### src/rtl/prog_sequence_generator.sv
`default_nettype none
// ============================================================================
// Module   : prog_sequence_generator
// Purpose  : Table-driven WIDTH-bit sequence source with loop, one-shot and
//            ping-pong playback over a programmable length.
// Revision : 1.0 - initial release
// ============================================================================
module prog_sequence_generator #(
    parameter int WIDTH  = 4,
    parameter int DEPTH  = 8,
    parameter int ADDR_W = $clog2(DEPTH)
) (
    input  logic              clk,
    input  logic              reset_n,
    input  logic              enable,
    input  logic              start,
    input  logic [1:0]        mode,
    input  logic [ADDR_W-1:0] cfg_last,
    input  logic              cfg_we,
    input  logic [ADDR_W-1:0] cfg_addr,
    input  logic [WIDTH-1:0]  cfg_wdata,
    output logic [WIDTH-1:0]  data,
    output logic              valid,
    output logic [ADDR_W-1:0] index,
    output logic              wrap,
    output logic              done
);

    localparam logic [1:0] c_st_idle = 2'd0;
    localparam logic [1:0] c_st_run  = 2'd1;
    localparam logic [1:0] c_st_done = 2'd2;

    localparam logic [1:0] c_mode_loop     = 2'b00;
    localparam logic [1:0] c_mode_oneshot  = 2'b01;
    localparam logic [1:0] c_mode_pingpong = 2'b10;

    localparam logic [ADDR_W:0]   c_depth    = DEPTH[ADDR_W:0];
    localparam logic [ADDR_W-1:0] c_last_max = ADDR_W'(DEPTH - 1);

    logic [WIDTH-1:0]  r_table [DEPTH];
    logic [1:0]        r_state;
    logic [ADDR_W-1:0] r_ptr;
    logic [WIDTH-1:0]  r_data;
    logic              r_valid;
    logic              r_wrap;
    logic              r_done;
    logic              r_dir_down;
    logic [1:0]        r_mode;
    logic [ADDR_W-1:0] r_last;

    logic [ADDR_W-1:0] w_next_ptr;
    logic              w_next_dir;
    logic              w_step_wrap;
    logic              w_finish;
    logic [ADDR_W-1:0] w_start_last;
    logic              w_we_ok;

    assign w_start_last = ({1'b0, cfg_last} > {1'b0, c_last_max}) ? c_last_max : cfg_last;
    assign w_we_ok      = cfg_we && ({1'b0, cfg_addr} < c_depth);

    // Successor of r_ptr for one enabled step in the latched mode.
    always_comb begin
        w_next_ptr  = r_ptr;
        w_next_dir  = r_dir_down;
        w_step_wrap = 1'b0;
        w_finish    = 1'b0;
        case (r_mode)
            c_mode_oneshot: begin
                if (r_ptr == r_last) w_finish = 1'b1;
                else                 w_next_ptr = r_ptr + 1'b1;
            end
            c_mode_pingpong: begin
                if (r_last == '0) begin
                    w_next_ptr = '0;
                end else if (!r_dir_down && (r_ptr != r_last)) begin
                    w_next_ptr = r_ptr + 1'b1;
                end else begin
                    w_next_ptr = r_ptr - 1'b1;
                    w_next_dir = 1'b1;
                end
                if (w_next_ptr == '0) begin
                    w_step_wrap = 1'b1;
                    w_next_dir  = 1'b0;
                end
            end
            default: begin
                if (r_ptr == r_last) begin
                    w_next_ptr  = '0;
                    w_step_wrap = 1'b1;
                end else begin
                    w_next_ptr = r_ptr + 1'b1;
                end
            end
        endcase
    end

    always_ff @(posedge clk) begin
        if (!reset_n) begin
            for (int i = 0; i < DEPTH; i++) r_table[i] <= '0;
            r_state    <= c_st_idle;
            r_ptr      <= '0;
            r_data     <= '0;
            r_valid    <= 1'b0;
            r_wrap     <= 1'b0;
            r_done     <= 1'b0;
            r_dir_down <= 1'b0;
            r_mode     <= c_mode_loop;
            r_last     <= c_last_max;
        end else begin
            if (w_we_ok) r_table[cfg_addr] <= cfg_wdata;

            // Table read uses the pre-write contents, so a same-cycle write is not seen.
            if (start) begin
                r_state    <= c_st_run;
                r_ptr      <= '0;
                r_data     <= r_table[0];
                r_valid    <= 1'b1;
                r_wrap     <= 1'b0;
                r_done     <= 1'b0;
                r_dir_down <= 1'b0;
                r_mode     <= mode;
                r_last     <= w_start_last;
            end else if (r_state == c_st_run && enable) begin
                if (w_finish) begin
                    r_state <= c_st_done;
                    r_valid <= 1'b0;
                    r_done  <= 1'b1;
                    r_wrap  <= 1'b0;
                end else begin
                    r_ptr      <= w_next_ptr;
                    r_data     <= r_table[w_next_ptr];
                    r_dir_down <= w_next_dir;
                    r_wrap     <= w_step_wrap;
                end
            end else begin
                r_wrap <= 1'b0;
            end
        end
    end

    assign data  = r_data;
    assign valid = r_valid;
    assign index = r_ptr;
    assign wrap  = r_wrap;
    assign done  = r_done;

endmodule
`default_nettype wire
### config.mk
export PLATFORM = sky130hd
export DESIGN_NAME = prog_sequence_generator
export DESIGN_NICKNAME = d
export VERILOG_FILES = /design/src/rtl/prog_sequence_generator.sv
export SDC_FILE = /design/constraint.sdc
export NUM_CORES = 1
export LEC_CHECK = 0
export ABC_AREA = 1
export ABC_CLOCK_PERIOD_IN_PS = 2700
export CORE_ASPECT_RATIO = 1.25
export CORE_UTILIZATION = 40
export CTS_CLUSTER_SIZE = 25
export DETAILED_ROUTE_END_ITERATION = 8
export GPL_TIMING_DRIVEN = 0
export PLACE_DENSITY_LB_ADDON = 0.08
export SYNTH_ARGS = -nofsm -noshare
export SYNTH_HDL_FRONTEND = slang
export SYNTH_SLANG_ARGS = --single-unit
### constraint.sdc
create_clock -name clk -period 2.7 [get_ports clk]
set_input_delay 0.27 -clock clk [delete_from_list [all_inputs] [get_ports clk]]
set_output_delay 0.27 -clock clk [all_outputs]
set_load 0.01 [all_outputs]
==> results_dict.tcl, run 1 <==
set metrics [dict create \
    status "complete, no violations" \
    maxCapViolCount 0 \
    muxShareOfSynthArea_pct 0 \
    critical_path.endpoint "data[0]" \
    ys_types 34 \
    synth_compound_area_share_pct 10.0 \
    synth_area_leaders "edfxtp_1 (37%), dfxtp_1 (12%), nand2_1 (9.8%)" \
    reg2reg_setup_slack_ps 380 \
    clock-root-buffer "clkbuf_8" \
    synth_fp_nets 337 \
    routedWlPerCell_um 12.5 \
    track_usage_pct 18.0 \
    cp.required_ps 2900 \
    wl_um 5440 \
    die_w_um 73.6 \
    dieArea_mm2 0.00674 \
    ctsResizeCount 0 \
    drtIter0Drc 74 \
    synthAdderAreaFrac_pct 2.44 \
    fp.coreArea_mm2 0.00617 \
    dp_hpwl_um 4310 \
    finalHoldViolCount 0 \
    cts.clk_slew.worst_paths_ps 80 \
    synth_top_cell_area_share_pct 37.4 \
    clock_path_buffers 2 \
    antenna_found_initial 0 \
    fillers 665 \
    fin_skew_ps 4.69 \
    io-pin-count 27 \
    avgSynthCellArea_um2 8.15 \
    utilization_pct 49.0 \
    final_cells 434 \
    synth_xor_area_share_pct 0.683 \
    setup_violations 0 \
    reg2regPathDepth 16 \
    antenna_cells 0 \
    drv_slew 0 \
    grt_overflow_total 0 \
    max_freq_mhz 431 \
    grt_pass1_wl_um 8980 \
    port_buffers 26 \
    synth_area_mm2 0.00257 \
    worstReg2RegStart "index[0]" \
    path_class "flop to flop" \
    worstPathArrival_ps 2510 \
    synth_top_family_by_area "simple AND/OR/NAND/NOR gates" \
    area_growth_pct 17.7 \
    cts_sinks 48 \
    finalWorstSetupSlack_ps 381 \
    p_per_area_mw_per_mm2 525 \
    synth_cells 315 \
    cp-startpoint "index[0]" \
    cp_max_fo 10 \
    cts_made_buffers 5 \
    cts_max_level 2 \
    holdWs_ps 469 \
    ant_nets 0 \
    postCtsHoldBufs 0 \
    drive_gt1_share_pct 9.74 \
    die_h_um 91.6 \
    synth-seq-cells 48 \
    critPathLaunchType "flop" \
    std_cell_rows 32 \
    period_needed_ps 2320 \
    dr.pass1.iters 4 \
    dp_slack_ps 389 \
    tightest_slew_ps 522 \
    synth_warnings 0 \
    drt-vias-per-instance 4.72 \
    timing.rr.end "data[0]" \
    drc_errors 0 \
    maxSlewHeadroom_pct 65.2 \
    grt_max_degree 16 \
    vias 2049 \
    synthSimpleGateAreaFrac_pct 28.9 \
    yosys.area.top_type "edfxtp_1" \
    grt_pass1_vias 1975 \
    rsz0062_at_grt "no" \
    finalWeightedCongestion 0.853 \
    p_leak_nw 1.27 \
    finalPower_mw 1.58 \
    end_kind "flop" \
    finalInstanceArea_mm2 0.00302 \
    dpl-instance-area_mm2 0.00293 \
    cts_tree "yes" \
    finalSetupTns_ps 0 \
    clk_latency_ps 310 \
    post-route-period-util_pct 85.9 \
    max-vdd-ir-drop_uv 278 \
    post_cts_buffers 0 \
    dp.cells 426 \
    nets 370 \
    synth-seq-area-share_pct 49.9 \
    hold_class "flop to flop" \
    start_util_pct 41.6 \
]
area by class of cell:
| cell class | count | area [um2] | share of cell area [%] |
|---|---|---|---|
| Buffer | 5 | 35.0 | 1.16 |
| Clock buffer | 5 | 68.8 | 2.28 |
| Clock inverter | 3 | 17.5 | 0.580 |
| Inverter | 46 | 173 | 5.72 |
| Multi-Input combinational cell | 216 | 1080 | 35.7 |
| Sequential cell | 48 | 1280 | 42.4 |
| Tap cell | 85 | 106 | 3.52 |
| Timing Repair Buffer | 26 | 260 | 8.62 |
cell families (layout without fill, tap and decap cells):
| kind of cell | count (synthesis) | in the layout |
|---|---|---|
| simple gates | 163 | 163 |
| fa+ha+maj | 5 | 5 |
| buf+inv | 51 | 85 |
| xor+xnor | 2 | 2 |
| compound gates | 46 | 46 |
| flops | 48 | 48 |
Yosys cell counts:
master     instances
buf_6              2
edfxtp_1          32
a22oi_1            1
o21ai_4            1
nand3_4            1
nor3_1             2
a21oi_1           19
buf_2              1
clkbuf_1           2
nand3_2            1
inv_1             37
nand2_1           67
inv_2              7
nand4_1            2
nand2_4            2
or2_2              1
or2_0              2
nand2_2            7
dfxtp_1           16
nor2_2             1
a211oi_1           1
o21ai_0           19
clkinv_1           2
o21ai_1            2
nor3_2             1
ha_1               5
nor2_1            44
or2_1              4
o211ai_1           1
o21ai_2            1
nand3_1           27
a2bb2oi_1          1
xnor2_1            2
nand4_2            1
critical path: stages (launching register included):
cell and delay, ps:
dfxtp_1 480, inv_2 120, nand2_2 70, nand2_2 60, nand3_4 140, ha_1 240
o21ai_1 130, inv_1 60, nand2_2 110, inv_2 60, buf_6 130, o21ai_0 160
nand3_1 120, nand3_1 100, nand3_1 100, nand2_1 80, a21oi_1 50
placed cells by master, fill, tap and decap left out, types with 2 or more instances in the layout:
cell / synthesis / routed
nand3_1: 27 / 27
nand2_4: 2 / 2
or2_1: 4 / 4
xnor2_1: 2 / 2
a21oi_1: 19 / 19
nor2_1: 44 / 44
nand4_1: 2 / 2
clkbuf_1: 2 / 2
nor3_1: 2 / 2
nand2_1: 67 / 67
clkinv_1: 2 / 3
inv_1: 37 / 37
edfxtp_1: 32 / 32
clkdlybuf4s50_1: 0 / 26
buf_6: 2 / 2
dfxtp_1: 16 / 16
o21ai_0: 19 / 19
o21ai_1: 2 / 2
or2_0: 2 / 2
nand2_2: 7 / 7
ha_1: 5 / 5
inv_2: 7 / 7
clkbuf_8: 0 / 5
worst min path at each step:
| stage | start | to | depth (start not counted) |
|---|---|---|---|
| after detailed placement | data[1] | data[1] | 2 |
| after global placement | data[0] | data[0] | 2 |
| final | data[0] | data[0] | 2 |
| after CTS | data[1] | data[1] | 2 |
| after global routing | data[0] | data[0] | 2 |
| after floorplan | cfg_last[0] | r_last[0] | 2 |
power by group:
| part | total (mW) | switching [mW] | internal (mW) |
|---|---|---|---|
| registers | 0.846 | 0.0201 | 0.826 |
| logic | 0.313 | 0.188 | 0.125 |
| clock network | 0.425 | 0.245 | 0.180 |
| total | 1.58 | 0.453 | 1.13 |
metal layers:
layer,vias up,share of wire [%],wire [um],GRT usage (%)
li1,1090,-,-,-
met1,905,41,2230,19.6
met2,45,54,2920,33.5
met3,9,3.2,176,3.00
met4,0,2.0,110,6.89
met5,-,0,0,0
registers in the layout, indices dropped and copies added, names as in the netlist:
register    cells
done            1
index           3
r_table        32
r_mode          2
r_last          3
data            4
r_dir_down      1
wrap            1
r_state         1
Power figures use the tool's default switching activity.
==> run 2: changes to the inputs <==
Settings changed: CELL_PAD_IN_SITES_DETAIL_PLACEMENT set to 1, CELL_PAD_IN_SITES_GLOBAL_PLACEMENT set to 2, CORE_MARGIN set to 4, CORE_UTILIZATION 40 to 34.
==> run 2 against run 1 <==
Utilization shrank 7.8 points. Combinational power grew 1%. Register-to-register slack lost 60 ps. Clock skew grew 7.4 ps. Die area grew 34%. Clock power is essentially flat. Critical path depth shrank 1. Final area grew 0.25%. Clock-buffer cell count grew 1. Non-clock buffer count is the same. Routed wire length grew 11%. Power is essentially flat.
==> results_dict.tcl, run 2 (synthesized netlist as in run 1, its figures left out) <==
set metrics [dict create \
    status "complete, no violations" \
    antenna_found_initial 0 \
    std_cell_rows 35 \
    end_kind "flop" \
    die_h_um 105 \
    rsz0062_at_grt "no" \
    routedWlPerCell_um 13.7 \
    drt-vias-per-instance 4.76 \
    critPathBufInv 2 \
    drc_errors 0 \
    cts_tree "yes" \
    postCtsHoldBufs 0 \
    port_buffers 26 \
    finalWeightedCongestion 0.762 \
    dieArea_mm2 0.00901 \
    post_cts_buffers 0 \
    cts_made_buffers 5 \
    path_class "flop to flop" \
    critPathTopFamily "simple AND/OR/NAND/NOR gates" \
    worstPathArrival_ps 2560 \
    top_register "r_table" \
    cp-startpoint "index[2]" \
    maxCapViolCount 0 \
    fp.coreArea_mm2 0.00736 \
    drive_gt1_share_pct 9.74 \
    cts_sinks 48 \
    path_cells "nand2_1 -> nand2_2 -> nand3_4 -> ha_1 -> o21ai_1 -> inv_1 -> nand2_2 -> buf_2 -> nand2_1 -> o21ai_0 -> nand3_1 -> nand3_1 -> nand3_1 -> nand2_1 -> a21oi_1" \
    die_w_um 85.7 \
    ant_nets 0 \
    utilization_pct 41.1 \
    cts_max_level 2 \
    clock_path_buffers 2 \
    fillers 922 \
    post-route-period-util_pct 88.0 \
    drv_slew 0 \
    p_per_area_mw_per_mm2 524 \
    clk_latency_ps 310 \
    setup_violations 0 \
    grt_overflow_total 0 \
    clock-root-buffer "clkbuf_8" \
    period_needed_ps 2380 \
    cp_max_fo 10 \
    multi_input_area_mm2 0.00108 \
    antenna_cells 0 \
    start_util_pct 34.9 \
    dr.pass1.iters 4 \
    ctsResizeCount 0 \
    dp_hpwl_um 4980 \
    max-vdd-ir-drop_uv 223 \
    finalInstanceArea_mm2 0.00303 \
    hp-start "data[3]" \
    vias 2098 \
    cts.clk_slew.worst_paths_ps 80 \
    final_cell_mix "nand2_1 (67), nor2_1 (44), inv_1 (37), edfxtp_1 (32), nand3_1 (27)" \
    max_freq_mhz 421 \
    nets 370 \
    tightest_slew_ps 523 \
    area_growth_pct 17.9 \
    grt_pass1_vias 2187 \
    fin_skew_ps 12.1 \
    cp.required_ps 2890 \
    maxSlewHeadroom_pct 65.2 \
    dpl-instance-area_mm2 0.00294 \
    p_leak_nw 1.26 \
    largest_reg_flops 32 \
    critPathSlowestCell "dfxtp_1" \
    wl_um 6050 \
    drtIter0Drc 57 \
    finalHoldViolCount 0 \
    grt_pass1_wl_um 10200 \
    layout_commonest_cell "nand2_1" \
    regArea_mm2 0.00128 \
    worstReg2RegStart "index[2]" \
    cpPeakStageDelay_ps 450 \
    io-pin-count 27 \
    grt_max_degree 16 \
    finalSetupTns_ps 0 \
    critPathLaunchType "flop" \
    hold_class "flop to flop" \
    track_usage_pct 14.5 \
]
==> run 2: cell count changes in the layout (fill, tap and decap cells not counted), sizes merged <==
cell | previous run | this run
clkinvlp | 1 | 2
clkbuf | 7 | 8
clkinv | 3 | 2
inv | 45 | 44
==> run 2: worst reg2reg max path, stage by stage, from the launching register on <==
cell	delay (ps)
dfxtp_1	450
nand2_1	130
nand2_2	120
nand3_4	130
ha_1	300
o21ai_1	130
inv_1	60
nand2_2	110
buf_2	220
nand2_1	70
o21ai_0	110
nand3_1	110
nand3_1	100
nand3_1	100
nand2_1	80
a21oi_1	60
==> run 2: layout make-up <==
type / instances / area share, %
clock buffers: 6 / 2.40
clock inverters: 2 / 0.413
flip-flops and latches: 48 / 42.3
plain buffers: 5 / 1.16
repair buffers: 26 / 8.60
well taps: 92 / 3.80
multi-input cells: 216 / 35.6
inverters: 46 / 5.70
==> run 2: worst paths after layout <==
path	to	slack [ps]	cells after the start
hold / removal	data[3]	470	2
hold reg to reg	data[3]	470	2
setup reg to reg	data[0]	320	15
setup / recovery	data[0]	320	15
==> run 2: metrics by stage <==
stage	setup slack [ps]	hold WS [ps]	power, mW	instances
after floorplan	641	392	1.07	315
after global placement	314	456	1.18	433
after detailed placement	273	460	1.19	433
after CTS	250	472	1.61	441
after global routing	4.66	491	1.67	441
final	325	468	1.58	441
==> run 2: metal layers <==
layer | part of all wire [%] | vias up | routed length, um | GRT usage, %
met5 | 0 | - | 0 | 0
met4 | 1.9 | 0 | 116 | 5.20
met3 | 2.5 | 10 | 150 | 2.37
li1 | - | 1089 | - | -
met2 | 55 | 28 | 3340 | 27.6
met1 | 40 | 971 | 2440 | 15.6
==> run 2: power by group <==
part	total, mW	internal [mW]	switching (mW)
Clock	0.422	0.181	0.242
Sequential	0.846	0.826	0.0197
Combinational	0.317	0.125	0.192
==> run 3: changes to the inputs <==
Settings changed: PLACE_DENSITY set to 0.79, PLACE_DENSITY_LB_ADDON 0.08 to not set.
==> run 3 against run 2 <==
Via count down 0.29%. Power grew 0.72%. First-iteration DRC count is 28% higher. Final area increased by 0.12%. Utilization grew 0.051 points. Critical path type unchanged. Critical endpoint unchanged.
==> results_dict.tcl, run 3 (synthesized netlist as in run 1, its figures left out) <==
set metrics [dict create \
    status "complete, no violations" \
    final_cell_mix "nand2_1 (67), nor2_1 (44), inv_1 (37), edfxtp_1 (32), nand3_1 (27)" \
    cp_max_fo 10 \
    ctsResizeCount 0 \
    utilization_pct 41.2 \
    nets 370 \
    clock-root-buffer "clkbuf_8" \
    largest_reg_flops 32 \
    setup_violations 0 \
    track_usage_pct 15.1 \
    hold_class "flop to flop" \
    post_cts_buffers 0 \
    tightest_slew_ps 501 \
    power_frac_comb_pct 19.9 \
    maxCapViolCount 0 \
    finalSetupTns_ps 0 \
    finalPower_mw 1.60 \
    routedWlPerCell_um 14.2 \
    cts_tree "yes" \
    cts_max_level 2 \
    grt_overflow_total 0 \
    p_leak_nw 1.26 \
    finalWorstSetupSlack_ps 321 \
    vias 2092 \
    ant_nets 0 \
    die_h_um 105 \
    port_buffers 26 \
    area_growth_pct 18.1 \
    postCtsHoldBufs 0 \
    dp.cells 433 \
    finalHoldViolCount 0 \
    drtIter0Drc 73 \
    final_cells 441 \
    grt_pass1_vias 2244 \
    power_frac_clock_pct 27.1 \
    dp_hpwl_um 5160 \
    period_needed_ps 2380 \
    drv_slew 0 \
    max-vdd-ir-drop_uv 236 \
    worstPathArrival_ps 2560 \
    finalWeightedCongestion 0.761 \
    internal-power_mw 1.14 \
    critPathSlowestCell "dfxtp_1" \
    finalInstanceArea_mm2 0.00303 \
    path_cells "inv_2 -> nand2_2 -> nand2_2 -> nand3_4 -> ha_1 -> o21ai_1 -> inv_1 -> nand2_2 -> buf_2 -> nand2_1 -> o21ai_0 -> nand3_1 -> nand3_1 -> nand3_1 -> nand2_1 -> a21oi_1" \
    power_frac_seq_pct 53.0 \
    dp_slack_ps 300 \
    p_per_area_mw_per_mm2 527 \
    switching_power_mw 0.460 \
    drive_gt1_share_pct 9.74 \
    cts.clk_slew.worst_paths_ps 90 \
    dpl-instance-area_mm2 0.00294 \
    layout_commonest_cell "nand2_1" \
    wl_um 6270 \
    rsz0062_at_grt "no" \
    cts_sinks 48 \
    fin_skew_ps 10.2 \
    critPathBufInv 3 \
    std_cell_rows 35 \
    critPathTopFamily "simple AND/OR/NAND/NOR gates" \
    cpPeakStageDelay_ps 490 \
    critPathLaunchType "flop" \
    fp.coreArea_mm2 0.00736 \
    cts_made_buffers 5 \
    p_sw_share_pct 28.8 \
    drt-vias-per-instance 4.74 \
    start_util_pct 34.9 \
    post-route-period-util_pct 88.1 \
    top_register "r_table" \
    clk_latency_ps 300 \
    die_w_um 85.7 \
    dr.pass1.iters 4 \
    grt_max_degree 16 \
    io-pin-count 27 \
    grt_pass1_wl_um 10800 \
    dieArea_mm2 0.00901 \
    maxSlewHeadroom_pct 66.5 \
    drc_errors 0 \
    max_freq_mhz 420 \
    antenna_cells 0 \
    holdWs_ps 467 \
    clock_path_buffers 2 \
    cp.required_ps 2880 \
    antenna_found_initial 0 \
    end_kind "flop" \
    path_class "flop to flop" \
]
run 3: final cells by class:
class                      instances  area (um2)
timing repair buffer              26         260
fill                             914        4330
buffer                             5        35.0
clock inverter                     2        16.3
inverter                          46         173
tap                               92         115
multi-input combinational        216        1080
clock buffer                       6        72.6
sequential                        48        1280
run 3: worst paths after layout:
kind | start | to | slack, ps | cells past startpoint
setup reg to reg | index[0] | data[0] | 320 | 16
hold reg to reg | data[0] | data[0] | 470 | 2
hold / removal | data[0] | data[0] | 470 | 2
setup / recovery | index[0] | data[0] | 320 | 16
run 3: worst reg2reg max path: stages (launching register included):
cell and delay, ps:
dfxtp_1 490, inv_2 130, nand2_2 80, nand2_2 60, nand3_4 140, ha_1 250, o21ai_1 130, inv_1 60
nand2_2 120, buf_2 220, nand2_1 60, o21ai_0 70, nand3_1 110, nand3_1 110, nand3_1 110, nand2_1 90
a21oi_1 50
run 3: per-layer routing:
metal,vias to the layer above,global-route usage (%),wire [um]
met4,0,3.73,65
met1,977,16.1,2520
met3,6,2.37,120
met5,-,0,0
li1,1090,-,-
met2,19,29.9,3560
run 3: power by group through the flow:
stage / registers, mW / clock network [mW] / logic [mW]
finish: 0.846 / 0.433 / 0.317
global route: 0.853 / 0.484 / 0.361
CTS: 0.848 / 0.449 / 0.326
detailed placement: 0.865 / 0 / 0.324
global placement: 0.862 / 0 / 0.320
floorplan: 0.861 / 0 / 0.214
